===== src/rtl/fifo_fwft_pkg.sv =====
// Shared streaming definitions for the FM datapath sample FIFOs.
package fifo_fwft_pkg;

    localparam int unsigned SAMPLE_WIDTH = 16;

    typedef logic signed [SAMPLE_WIDTH-1:0] sample_t;

endpackage


===== src/rtl/fifo_fwft.sv =====
// First-word-fall-through sample FIFO: head word is presented on dout whenever empty is low,
// so consumers may pop combinationally from !empty with zero read latency.
module fifo_fwft
    import fifo_fwft_pkg::*;
#(
    parameter int unsigned DATA_WIDTH = SAMPLE_WIDTH,
    parameter int unsigned DEPTH      = 16,
    localparam int unsigned ADDR_WIDTH = $clog2(DEPTH)
) (
    input  logic                  clock,
    input  logic                  reset,
    input  logic                  wr_en,
    input  logic [DATA_WIDTH-1:0] din,
    output logic                  full,
    input  logic                  rd_en,
    output logic [DATA_WIDTH-1:0] dout,
    output logic                  empty,
    output logic [ADDR_WIDTH:0]   count,
    output logic                  overflow,
    output logic                  underflow
);

    logic [DATA_WIDTH-1:0] mem_q [DEPTH];

    // Pointers carry one extra wrap bit so full and empty are distinguishable.
    logic [ADDR_WIDTH:0] wr_ptr_q, wr_ptr_d;
    logic [ADDR_WIDTH:0] rd_ptr_q, rd_ptr_d;
    logic                overflow_q, overflow_d;
    logic                underflow_q, underflow_d;
    logic                wr_accept;
    logic                rd_accept;

    assign empty = (wr_ptr_q == rd_ptr_q);
    assign full  = (wr_ptr_q[ADDR_WIDTH-1:0] == rd_ptr_q[ADDR_WIDTH-1:0]) &&
                   (wr_ptr_q[ADDR_WIDTH] != rd_ptr_q[ADDR_WIDTH]);
    assign count = wr_ptr_q - rd_ptr_q;
    assign dout  = mem_q[rd_ptr_q[ADDR_WIDTH-1:0]];

    assign overflow  = overflow_q;
    assign underflow = underflow_q;

    assign wr_accept = wr_en && !full;
    assign rd_accept = rd_en && !empty;

    always_comb begin
        wr_ptr_d    = wr_ptr_q;
        rd_ptr_d    = rd_ptr_q;
        overflow_d  = wr_en && full;
        underflow_d = rd_en && empty;
        if (wr_accept) begin
            wr_ptr_d = wr_ptr_q + 1'b1;
        end
        if (rd_accept) begin
            rd_ptr_d = rd_ptr_q + 1'b1;
        end
    end

    // Storage is deliberately left uncleared by reset; only the pointers define contents.
    always_ff @(posedge clock) begin
        if (reset) begin
            wr_ptr_q    <= '0;
            rd_ptr_q    <= '0;
            overflow_q  <= 1'b0;
            underflow_q <= 1'b0;
        end else begin
            wr_ptr_q    <= wr_ptr_d;
            rd_ptr_q    <= rd_ptr_d;
            overflow_q  <= overflow_d;
            underflow_q <= underflow_d;
            if (wr_accept) begin
                mem_q[wr_ptr_q[ADDR_WIDTH-1:0]] <= din;
            end
        end
    end

endmodule


===== config.mk =====
export PLATFORM = sky130hd
export DESIGN_NAME = fifo_fwft
export DESIGN_NICKNAME = d
export VERILOG_FILES = /design/src/rtl/fifo_fwft_pkg.sv /design/src/rtl/fifo_fwft.sv
export SDC_FILE = /design/constraint.sdc
export NUM_CORES = 1
export LEC_CHECK = 0
export ABC_AREA = 1
export BUFFER_PORTS_ARGS = -buffer_cell sky130_fd_sc_hd__buf_2
export CORE_ASPECT_RATIO = 1.5
export CORE_MARGIN = 2
export CORE_UTILIZATION = 40
export CTS_BUF_LIST = sky130_fd_sc_hd__clkbuf_2
export DETAILED_ROUTE_END_ITERATION = 6
export GPL_ROUTABILITY_DRIVEN = 0
export GPL_TIMING_DRIVEN = 0
export SETUP_SLACK_MARGIN = 0.1
export SYNTH_ARGS = -nofsm -noshare
export SYNTH_HDL_FRONTEND = slang
export SYNTH_SLANG_ARGS = --single-unit

===== constraint.sdc =====
create_clock -name clock -period 3 [get_ports clock]
set_input_delay 0.15 -clock clock [delete_from_list [all_inputs] [get_ports clock]]
set_output_delay 0.15 -clock clock [all_outputs]
set_load 0.01 [all_outputs]

==> results.tsv <==
metric	value	unit
result of the run	finished clean	
root cell of the clock tree	clkbuf_2	
clock latency reported for the late side of the worst-skew pair	0.92	ns
global-route wire length before repair	48600	microns
via count of the first global-routing pass	8421	
cell with the most instances after synthesis	nand2_1	
number of H-tree branching levels	2	
area taken by multi-input logic gates	2910	sq um
worst hold-check path type	in -> reg	
Post-Syn Nets	1207	
number of setup violations in the final report	0	
relative slew slack	0.528	
count of standard-cell rows	77	
worst-path fanout max	10	
number of register bits inferred by synthesis	272	
Final WS setup	0.283	ns
Setup Total Neg Slack	0	ns
setup repair after global routing missed its margin	no	
number of design rule violations left after detail routing	0	
P&R area growth vs syn	14.3	%
share of final-layout standard cells stronger than drive strength 1	0.167	
setup clock skew after layout	0.0716	ns
core footprint	29400	sq um
maximum number of pins on one net before global-route repair	17	
layout filler cell count	2751	
clock transition at the registers of the reported paths	0.12	ns
post-DR vias/cell	4.84	
library cell occupying the most area in the post-synthesis netlist	edfxtp_1	
average footprint of a synthesized cell	10.1	sq um
Antenna Nets Post-Route	0	
required time reported for the critical path endpoint	2.85	ns
width of the chip	145	microns
Die Area	31300	sq um
total global routing overflow	0	
netlist area before placement	11900	sq um
Total Routed Length	32600	microns
share of flip-flops with an asynchronous set or reset	0	
total clock sinks	272	
primary flip-flop cell chosen by synthesis mapping	edfxtp_1	
FF/Latch Area	8010	sq um
routed len/inst	18.6	microns
number of DRC markers after the initial detailed-route iteration	603	
vias after detailed routing	8495	
number of buffers on the longest clock path	3	
Tightest Pin Transition	0.707	ns
number of buffers added on ports	43	
Leakage	6.01	nW
nets	1350	
cells taking the most area after synthesis	edfxtp_1, nand2_1, nand3_1	
I/O pin count	45	
Syn. warnings	0	
final-report hold violation count	0	
Post-Synthesis Cells	1177	
leading post-synthesis cells by instance count	nand2_1, edfxtp_1, inv_1	
total routing usage reported by global routing	0.208	
capturing element type of the critical path	output pin	
share of synthesized area occupied by flip-flops and latches	0.671	
share of the synthesized area in the top cell type	0.644	
number of unique standard cell types used by synthesis	22	
post-route clock period utilization	0.906	
critical setup path kind	reg -> out	
Vert. Die Dim	216	microns
number of maximum-capacitance violations	0	
shortest period the worst path allows	2.72	ns
drt first pass iters	5	
Max Clock Freq	368	MHz
number of buffers inserted during clock tree synthesis	61	
TritonCTS clock tree	done	
sort of element at the start of the critical path	flop	
Final Max Tran Viols	0	
Post-synth EDFFs	256	
Detailed Place HPWL	22000	microns
pwr/cell area	575	nW/um^2
maximum resistive drop on vdd	0.240	mV
worst setup slack after placement	0.238	ns
Arrival @ worst endpoint	2.57	ns
initial cell density of the core	0.406	
initial antenna violation count	2	
state kept, by name (all words and copies together), names as in the netlist, named ones only:
signal	flops
wr_ptr_q	5
mem_q	256
underflow	1
rd_ptr_q	5
overflow	1
layout make-up:
cell class | instances | share of cell area
antenna | 2 | 0.000367
buffer | 54 | 0.0207
clock buffer | 86 | 0.0316
clock inverter | 15 | 0.00422
inverter | 213 | 0.0586
multi-input combinational | 638 | 0.214
sequential | 272 | 0.587
tap | 395 | 0.0362
timing repair buffer | 80 | 0.0474
logic make-up after synthesis:
kind of cell,count (synthesis),share of synthesized area
adders and majority gates,10,0.0111
and+or+nand+nor,611,0.221
xor gates and xnor gates,5,0.00367
AOI/OAI and AO/OA,12,0.00503
DFF,272,0.671
buffers and inverters,267,0.0884
power breakdown:
| group | leakage [nW] | internal, W | switching, W |
|---|---|---|---|
| registers | 2.44 | 0.00418 | 0.0000233 |
| logic | 3.19 | 0.000450 | 0.00105 |
| clock network | 0.386 | 0.000758 | 0.00138 |
| total | 6.01 | 0.00539 | 0.00246 |
worst paths after layout:
check        slack [ns]   startpoint  cells after the start             to
min reg2reg        0.53  rd_ptr_q[4]                      2    rd_ptr_q[4]
min                0.09        wr_en                      4       overflow
max                0.28         flop                      5       dout[14]
max reg2reg        0.29  rd_ptr_q[2]                     11  mem_q[12][12]
metal layers:
layer | part of all wire | track usage
met5 | 0 | 0
met4 | 0.044 | 0.100
met3 | 0.055 | 0.0391
met2 | 0.52 | 0.380
met1 | 0.38 | 0.233
through the flow:
stage               instance area, sq um  hold WS, ns  cells  total power (W)   util
floorplan                          11900        0.249   1177          0.00514      -
global placement                   12600        0.438   1615          0.00573  0.430
detailed placement                 12900        0.443   1631          0.00576  0.439
CTS                                13600      0.00220   1753          0.00792  0.464
global route                       13600       0.0554   1755          0.00823  0.464
finish                             13600       0.0918   1755          0.00785  0.464
critical path: stages (launching register included):
cell and delay, ns:
dfxtp_1 0.31, buf_2 0.24, buf_1 0.58, nand3_1 0.18, nand2_1 0.22, buf_2 0.17
repair_timing:
item,CTS,global route
hold buffers,21,0
endpoints found under the hold margin,385,0
setup endpoints to repair,16,8
resized for setup,12,7
buffers inserted,0,0
placed cells by master, fill, tap and decap left out, types with 4 or more instances in the layout:
master         synthesis  final
buf_2                 33     75
nand2_1              364    364
nand2_2                4      4
edfxtp_1             256    256
clkbuf_4               0      4
a21oi_1                8      8
buf_8                  0     11
dfxtp_1               16     16
nand2_4                6      6
nor2_2                 0     16
nand4_1                4      4
clkinv_1               0     13
nand3_1              204    204
inv_1                211    211
ha_1                   9      9
clkbuf_2               0     97
nor2_1                27     11
dlygate4sd3_1          0     21
buf_6                  0      5
xor2_1                 5      5
No activity file was read; power rests on OpenSTA's default activity.
